--- config.mk ---
export PLATFORM = sky130hd
export DESIGN_NAME = ddr5_cmd_sequencer
export DESIGN_NICKNAME = d
export VERILOG_FILES = /design/src/rtl/ddr5_cmd_sequencer.sv
export SDC_FILE = /design/constraint.sdc
export NUM_CORES = 2
export LEC_CHECK = 0
export ABC_AREA = 1
export CORE_MARGIN = 2
export CORE_UTILIZATION = 40
export DETAILED_ROUTE_END_ITERATION = 10
export GPL_TIMING_DRIVEN = 0
export HOLD_SLACK_MARGIN = 0.1
export PLACE_DENSITY = 0.55
export SETUP_SLACK_MARGIN = 0.2
export SYNTH_ARGS = -nofsm -noshare
export SYNTH_HDL_FRONTEND = slang
export SYNTH_SLANG_ARGS = --single-unit
--- constraint.sdc ---
create_clock -name clock -period 2.05 [get_ports clock]
set_input_delay 0.205 -clock clock [delete_from_list [all_inputs] [get_ports clock]]
set_output_delay 0.205 -clock clock [all_outputs]
set_load 0.1 [all_outputs]
--- src/rtl/ddr5_cmd_sequencer.sv ---
// Single-channel, in-order DDR5 command sequencer (open-page policy).
// One request in flight; tracks the open row and tRAS window of all 32 banks.
module ddr5_cmd_sequencer #(
   parameter int T_RCD   = 39,
   parameter int T_RP    = 39,
   parameter int T_RAS   = 76,
   parameter int T_CL    = 40,
   parameter int T_CWD   = 38,
   parameter int T_BURST = 8
) (
   input  logic        clock,
   input  logic        reset_n,
   input  logic        req_valid,
   output logic        req_ready,
   input  logic        req_write,
   input  logic [15:0] req_row,
   input  logic [2:0]  req_bank_group,
   input  logic [1:0]  req_bank,
   input  logic [9:0]  req_col,
   output logic        cmd_valid,
   output logic [3:0]  cmd,
   output logic [2:0]  cmd_bg,
   output logic [1:0]  cmd_bank,
   output logic [15:0] cmd_row,
   output logic [9:0]  cmd_col,
   output logic        done,
   output logic [3:0]  dbg_state
);

   // Handshake: a request transfers on the rising edge where req_valid && req_ready;
   // req_ready is high only while idle, and req_* fields need only be stable that cycle.

   localparam logic [3:0] CMD_NULL = 4'd0, CMD_ACT0 = 4'd1, CMD_ACT1 = 4'd2, CMD_RD0 = 4'd3,
                          CMD_RD1  = 4'd4, CMD_WR0  = 4'd5, CMD_WR1  = 4'd6, CMD_PRE = 4'd7;

   // Each load is the spacing minus the fixed cycles spent in the surrounding states.
   localparam logic [7:0] RAS_LOAD = 8'(T_RAS - 1);
   localparam logic [7:0] RP_LOAD  = 8'(T_RP - 2);
   localparam logic [7:0] RCD_LOAD = 8'(T_RCD - 3);
   localparam logic [7:0] RD_LOAD  = 8'(T_CL + T_BURST - 2);
   localparam logic [7:0] WR_LOAD  = 8'(T_CWD + T_BURST - 2);

   typedef enum logic [3:0] {
      S_IDLE, S_PRE, S_WAIT_RP, S_ACT0, S_ACT1, S_WAIT_RCD, S_CAS0, S_CAS1, S_WAIT_DATA
   } state_t;

   state_t      state, state_nx;
   logic [7:0]  wait_cnt, wait_cnt_nx;
   logic        lat_write;
   logic [15:0] lat_row;
   logic [2:0]  lat_bg;
   logic [1:0]  lat_bank;
   logic [9:0]  lat_col;
   logic [31:0] open_valid;
   logic [15:0] open_row [32];
   logic [7:0]  tras_cnt [32];

   logic        accept;
   logic [4:0]  req_idx, lat_idx;
   logic        cmd_valid_nx, done_nx;
   logic [3:0]  cmd_nx;
   logic [2:0]  bg_nx;
   logic [1:0]  bank_nx;
   logic [15:0] row_nx;
   logic [9:0]  col_nx;

   assign req_idx   = {req_bank_group, req_bank};
   assign lat_idx   = {lat_bg, lat_bank};
   assign dbg_state = state;

   // The command for the next cycle is decided here and registered, so each state
   // names the command that is on the bus while the FSM sits in it.
   always_comb begin
      state_nx     = state;
      wait_cnt_nx  = wait_cnt;
      accept       = 1'b0;
      cmd_valid_nx = 1'b0;
      cmd_nx       = CMD_NULL;
      bg_nx        = 3'd0;
      bank_nx      = 2'd0;
      row_nx       = 16'd0;
      col_nx       = 10'd0;
      done_nx      = 1'b0;
      case (state)
         S_IDLE: begin
            if (req_valid) begin
               accept  = 1'b1;
               bg_nx   = req_bank_group;
               bank_nx = req_bank;
               if (open_valid[req_idx] && open_row[req_idx] == req_row) begin
                  state_nx     = S_CAS0;
                  cmd_valid_nx = 1'b1;
                  cmd_nx       = req_write ? CMD_WR0 : CMD_RD0;
                  col_nx       = req_col;
               end else if (!open_valid[req_idx]) begin
                  state_nx     = S_ACT0;
                  cmd_valid_nx = 1'b1;
                  cmd_nx       = CMD_ACT0;
                  row_nx       = req_row;
               end else begin
                  state_nx     = S_PRE;
                  cmd_valid_nx = (tras_cnt[req_idx] <= 8'd1);
                  cmd_nx       = cmd_valid_nx ? CMD_PRE : CMD_NULL;
                  if (!cmd_valid_nx) begin
                     bg_nx   = 3'd0;
                     bank_nx = 2'd0;
                  end
               end
            end
         end
         S_PRE: begin
            if (cmd_valid) begin
               state_nx    = S_WAIT_RP;
               wait_cnt_nx = RP_LOAD;
            end else if (tras_cnt[lat_idx] <= 8'd1) begin
               // tRAS expires by the next cycle, so PRE may be on the bus then
               cmd_valid_nx = 1'b1;
               cmd_nx       = CMD_PRE;
               bg_nx        = lat_bg;
               bank_nx      = lat_bank;
            end
         end
         S_WAIT_RP: begin
            if (wait_cnt == 8'd0) begin
               state_nx     = S_ACT0;
               cmd_valid_nx = 1'b1;
               cmd_nx       = CMD_ACT0;
               bg_nx        = lat_bg;
               bank_nx      = lat_bank;
               row_nx       = lat_row;
            end else begin
               wait_cnt_nx = wait_cnt - 8'd1;
            end
         end
         S_ACT0: begin
            state_nx     = S_ACT1;
            cmd_valid_nx = 1'b1;
            cmd_nx       = CMD_ACT1;
            bg_nx        = lat_bg;
            bank_nx      = lat_bank;
            row_nx       = lat_row;
         end
         S_ACT1: begin
            state_nx    = S_WAIT_RCD;
            wait_cnt_nx = RCD_LOAD;
         end
         S_WAIT_RCD: begin
            if (wait_cnt == 8'd0) begin
               state_nx     = S_CAS0;
               cmd_valid_nx = 1'b1;
               cmd_nx       = lat_write ? CMD_WR0 : CMD_RD0;
               bg_nx        = lat_bg;
               bank_nx      = lat_bank;
               col_nx       = lat_col;
            end else begin
               wait_cnt_nx = wait_cnt - 8'd1;
            end
         end
         S_CAS0: begin
            state_nx     = S_CAS1;
            cmd_valid_nx = 1'b1;
            cmd_nx       = lat_write ? CMD_WR1 : CMD_RD1;
            bg_nx        = lat_bg;
            bank_nx      = lat_bank;
            col_nx       = lat_col;
         end
         S_CAS1: begin
            state_nx    = S_WAIT_DATA;
            wait_cnt_nx = lat_write ? WR_LOAD : RD_LOAD;
         end
         S_WAIT_DATA: begin
            done_nx = (wait_cnt == 8'd1);
            if (wait_cnt == 8'd0) state_nx = S_IDLE;
            else                  wait_cnt_nx = wait_cnt - 8'd1;
         end
         default: state_nx = S_IDLE;
      endcase
   end

   always_ff @(posedge clock or negedge reset_n) begin
      if (!reset_n) begin
         state     <= S_IDLE;
         wait_cnt  <= 8'd0;
         req_ready <= 1'b1;
         cmd_valid <= 1'b0;
         cmd       <= CMD_NULL;
         cmd_bg    <= 3'd0;
         cmd_bank  <= 2'd0;
         cmd_row   <= 16'd0;
         cmd_col   <= 10'd0;
         done      <= 1'b0;
         lat_write <= 1'b0;
         lat_row   <= 16'd0;
         lat_bg    <= 3'd0;
         lat_bank  <= 2'd0;
         lat_col   <= 10'd0;
      end else begin
         state     <= state_nx;
         wait_cnt  <= wait_cnt_nx;
         req_ready <= (state_nx == S_IDLE);
         cmd_valid <= cmd_valid_nx;
         cmd       <= cmd_nx;
         cmd_bg    <= bg_nx;
         cmd_bank  <= bank_nx;
         cmd_row   <= row_nx;
         cmd_col   <= col_nx;
         done      <= done_nx;
         if (accept) begin
            lat_write <= req_write;
            lat_row   <= req_row;
            lat_bg    <= req_bank_group;
            lat_bank  <= req_bank;
            lat_col   <= req_col;
         end
      end
   end

   // Bank table: ACT0 opens the row and arms tRAS; an issued PRE closes the bank.
   always_ff @(posedge clock or negedge reset_n) begin
      if (!reset_n) begin
         open_valid <= 32'd0;
         for (int i = 0; i < 32; i++) begin
            open_row[i] <= 16'd0;
            tras_cnt[i] <= 8'd0;
         end
      end else begin
         for (int i = 0; i < 32; i++) begin
            if (state == S_ACT0 && 5'(i) == lat_idx) begin
               open_valid[i] <= 1'b1;
               open_row[i]   <= lat_row;
               tras_cnt[i]   <= RAS_LOAD;
            end else begin
               if (state == S_PRE && cmd_valid && 5'(i) == lat_idx) open_valid[i] <= 1'b0;
               if (tras_cnt[i] != 8'd0) tras_cnt[i] <= tras_cnt[i] - 8'd1;
            end
         end
      end
   end

endmodule

* Yosys cells after proc, flatten, opt, wreduce, memory -nomap -nowiden
Index checks and enable logic that the tools add are counted.
Storage, ports and cells: output and inout port bits 42, word-level logic and storage cells 563, register bits after elaboration 882, input port bits 35
Operators by class: add/subtract/negate cells 33, reductions and logical operators 171, multiplexer cells 198, bitwise operators 2, $lt $le $gt $ge 5, equality and inequality tests 43
Operators by type and width (count):
- 2-to-1 mux 8 bit | 70
- subtractor 8 x 1 -> 8 bit, second input constant | 33
- nonzero test 8 bit | 32
- nonzero test 2 bit | 64
- 2-to-1 mux 16 bit | 6
- binary-select mux 16 bit (select 5 bit) | 1
- binary-select mux 8 bit (select 5 bit) | 2
- equality test 5 bit, first input constant | 16
- 2-to-1 mux 1 bit | 75
- logical AND 1 bit | 66
- 2-to-1 mux 3 bit | 17
- case mux 16 bit (3 select lines) | 1
- equality test 4 x 5 -> 1 bit, first input constant | 8
- case mux 4 bit (9 select lines) | 1
- case mux 8 bit (4 select lines) | 1
- 2-to-1 mux 10 bit | 3
- case mux 10 bit (3 select lines) | 1
- equality test 3 x 5 -> 1 bit, first input constant | 4
- 2-to-1 mux 2 bit | 10
- 2-to-1 mux 4 bit | 5
- case mux 3 bit (6 select lines) | 1
- equality test 16 bit | 1
- equality test 4 x 3 -> 1 bit, second input constant | 4
- less-or-equal comparator 8 x 1 -> 1 bit, second input constant | 2
- other kinds (21) | 28

* Longest topological paths before layout
word-level depth 10, gate-level depth with buffers 22, gate-level depth less buffers 20

* Least setup slack after synthesis
OpenSTA, ideal clock, no wires.
kind flip-flop to flip-flop, start register state[0], in the netlist dbg_state[0], end register open_row[84] (netlist name), data arrival time 2.488 ns, data required time 1.917 ns, period minus slack after synthesis 2.622 ns, buffers on the path 2, cell stages (with the launch flop) 10, path slack -0.572 ns, library setup time 0.133 ns, cells stage by stage dfrtp_1 -> nand2_1 -> nor2_1 -> inv_2 -> clkbuf_1 -> nor2_1 -> inv_1 -> clkbuf_1 -> nand2_1 -> o21ai_0
On the way: longest elaborated chain between the ends 2
Ends and longest elaborated chain:
- start: declaration | line 47 | state_t state, state_nx;
- start signal: assignment | line 198 | state <= state_nx;
- equality test 4 x 2 -> 1 bit | line 228 | if (state == S_ACT0 && 5'(i) == lat_idx) begin
- logical AND 1 bit | line 228
- end signal: indexed assignment | line 230 | open_row[i] <= lat_row;
- end: declaration | line 55 | logic [15:0] open_row [32];
No other way between the ends. A chain may end at the register's enable or synchronous reset.

* Worst setup path after layout
start register lat_bg[2], end register open_row[141] (netlist name)
On the way: longest elaborated chain between the ends 2
Ends and longest elaborated chain:
- start: declaration | line 51 | logic [2:0] lat_bg;
- start signal: assignment | line 211 | lat_bg <= req_bank_group;
- equality test 5 bit | line 228
- logical AND 1 bit | line 228
No other way between the ends.

==> key figures <==
Route
  – TritonRoute pass-1 iters: 7
  – Routed via count: between 40000 and 50000
  – DRC Markers: 0
  – Total Routed Length: between 150000 and 200000 um
  – Routed WL per cell: 25.9 um
  – Starting DRT DRC Count: slightly above 5000
  – Routed Antenna Nets: 0
  – Via density: 5.73

Floorplanning
  – Row cnt: approximately 120
  – Die Width: around 330 um
  – I/O pin count: 77
  – Die span in y: 331 um
  – Initial Util: 40.5%
  – Core area: 106000 um2
  – Die Area: between 100000 and 150000 um2

Pwr
  – Peak supply drop: 0.000720 V
  – Flop pwr share: 44.9%
  – Clk pwr share: 49.1%
  – Sw Share: about a quarter
  – Switching pwr: 9.48 mW
  – PD cells: 670 nW/um2
  – Leak: ~28 nW
  – Int Power: 29.2 mW
  – Post-layout power: 38.7 mW
  – Comb power frac: 6.0%

Worst setup path
  – Setup crit end kind: flop
  – Delay-heaviest family, CP: buffers and inverters
  – Worst path depth: 8
  – Critical Path Start: lat_bg[2]
  – Worst r2r src: lat_bg[2]
  – Cell Chain, Critical Path: clkinvlp_4, clkbuf_4, nor3_1, inv_1, nor2_4, buf_4, clkbuf_1, o21ai_0
  – Worst path max stage delay: between 400 and 500 ps
  – Reg2reg path depth: 8
  – CP max FO: 10
  – Worst Path Buf+Inv: 5
  – Critical path's slowest cell: dfrtp_1
  – CP endpoint: open_row[141]
  – CP required: 2590 ps
  – R2r setup slk: -400 ps
  – Startpoint types: flop
  – Crit path DAT: about 3000 ps
  – R2R Path End: open_row[141]
  – Critical setup path kind: reg -> reg

Global routing
  – First-pass GRT wire length: ~270000 um
  – Vias in the first global route: 38800
  – Gr usage total: 33.7%
  – Remaining Overflow, GRT: 0
  – Initial antenna violation count: 9
  – Largest net degree at the start of global routing: 117

CTS
  – Hold buffers post-CTS: 3
  – Clk buf depth: 3
  – CTS HTree Levels: 3
  – Reg clk slew, reported paths: approximately 60 ps
  – Clk sinks: roughly 880
  – CTS Buf Count: 98
  – CTS tree: built
  – Clk root buf: clkbuf_16
  – Clock latency at the later pin of the worst-skew pair: 710 ps

Synth
  – Warning count from the yosys run: 0
  – Seq cells post-synth: 881
  – Seq/Total Area, Yosys: 51.6%
  – Mapped Cells: 5452
  – Most used DFF post-synth: dfrtp_1
  – Synth Net Count: 5521
  – Unique masters post-synth: 54
  – Post-synth EDFFs: 0
  – Ys async rst share: 100%
  – Syn_area_per_cell: 7.84 um2
  – Mapped cell area: 42700 um2

STA
  – Tightest hold margin: -398 ps
  – Layout Skew: 33.8 ps
  – Setup-failing EPs final: between 700 and 800
  – Final Hold Viols: 101
  – Final critical-path share of the clock period: 120%
  – Fmax: 0.408 GHz
  – Crit path time final: 2450 ps
  – Final Max Slew Viols: 0
  – Final WS setup: -401 ps
  – Worst slew pin tran: 1060 ps
  – Slew margin rel.: 29.1%
  – RSZ-0062 raised after global routing: yes

Min path
  – Hold/Removal Path Class: in -> async

Place
  – Gpl congestion: 0.956
  – # port buffers: 71
  – Detailed Place HPWL: 126000 um

Final layout
  – Share of cells above drive strength 1: 23.0%
  – Commonest non-fill, non-tap cell in the layout: nand2_1
  – Fillcell total: between 9000 and 10000
  – Area Growth Syn to Fin: 35.2%
  – Most frequent cells in the layout: nand2_1, dfrtp_1, inv_1, nand3_1, o21ai_0
  – Nets: 6024

Job
  – Max-cap viol count: 0

Status
  – Status: complete, but fails checks
  – Failing checks: hold timing, setup timing
-- sequential cells by signal, indices dropped and copies added (netlist names), 4 cells and up --
register / cells
open_row: 512
tras_cnt: 256
open_valid: 32
cmd_row: 16
lat_row: 16
cmd_col: 10
lat_col: 10
wait_cnt: 8
dbg_state: 4
-- through the flow --
step	util (%)	setup slack, ps	cells	TNS (ps)	instance area [um2]
global placement	43.4	-47860	6914	-	45800
finish	54.8	-401	7427	-120560	57800
detailed placement	43.6	-1940	6922	-622020	46000
CTS	50.9	-303	7270	-56330	53700
floorplan	-	34.5	5452	0	43300
global route	54.7	-470	7424	-153360	57800
-- metal layers --
layer	track usage [%]	wire length, um
met1	45.5	76500
met2	48.9	80900
met5	0	43
met4	19.1	12400
met3	8.95	22500
-- worst min path at each step --
stage | cells past startpoint | slack (ps) | endpoint
final | 1 | -400 | open_row[298]
after global routing | 1 | -330 | open_row[290]
after CTS | 1 | -370 | open_row[372]
after detailed placement | 1 | 350 | open_row[274]
after global placement | 1 | 450 | tras_cnt[226]
after floorplan | 0 | -90 | cmd[0]
-- synth_stat cells (all sizes together) (3+ instances only) --
cell | count | area share (%)
buf | 125 | 1.6
nor3 | 90 | 1.1
ha | 34 | 1.0
nand3 | 531 | 6.2
a21oi | 169 | 2.0
nor4 | 25 | 0.37
dfrtp | 880 | 52
o31ai | 13 | 0.23
o311ai | 3 | 0.061
o41ai | 9 | 0.18
a211oi | 4 | 0.070
o21ai | 790 | 9.3
o221ai | 7 | 0.14
a31oi | 20 | 0.29
nand2 | 1451 | 13
or2 | 8 | 0.12
nand4 | 23 | 0.35
nand3b | 16 | 0.28
o22ai | 31 | 0.45
clkinv | 12 | 0.11
xor2 | 37 | 0.76
xnor2 | 5 | 0.10
nor2 | 341 | 3.0
inv | 569 | 5.0
clkbuf | 179 | 1.6
o211ai | 61 | 1.1
-- power groups by stage --
stage	registers [mW]	clock network, mW	logic, mW
final	17.4	19.0	2.33
after global routing	17.4	19.8	2.41
after CTS	17.4	19.1	2.24
after detailed placement	17.7	0	2.14
after global placement	17.8	0	1.92
after floorplan	17.7	0	0.837
-- area by class of cell --
cell class / count / area, um2 / area share [%]
Buffer: 303 / 3320 / 5.75
Tap cell: 1391 / 1740 / 3.01
Sequential cell: 881 / 22100 / 38.2
Timing Repair Buffer: 403 / 5090 / 8.81
Inverter: 581 / 2390 / 4.13
Multi-Input combinational cell: 3686 / 19800 / 34.2
Antenna cell: 3 / 7.51 / 0.0130
Timing Repair inverter: 1 / 6.26 / 0.0108
Clock buffer: 147 / 2920 / 5.05
Clock inverter: 31 / 478 / 0.827
-- kinds of logic (layout without fill, tap and decap cells) --
| group | Yosys count | in the layout | share of synthesized area (%) |
|---|---|---|---|
| buf+inv | 885 | 1466 | 8.32 |
| simple gates | 2491 | 2491 | 24.3 |
| compound gates | 1118 | 1118 | 14.0 |
| flops | 881 | 881 | 51.6 |
| xor+xnor | 42 | 42 | 0.861 |
| fa+ha+maj | 34 | 34 | 0.995 |
| other cells | 1 | 4 | 0.00877 |
-- timing repair --
action / in CTS / in global routing
resized for setup: 800 / 948
buffers inserted: 129 / 127
endpoints found under the setup margin: 909 / 991
endpoints found under the hold margin: 104 / 101
cloned: 38 / 28
pin swaps: 83 / 90
Power figures use the tool's default switching activity.
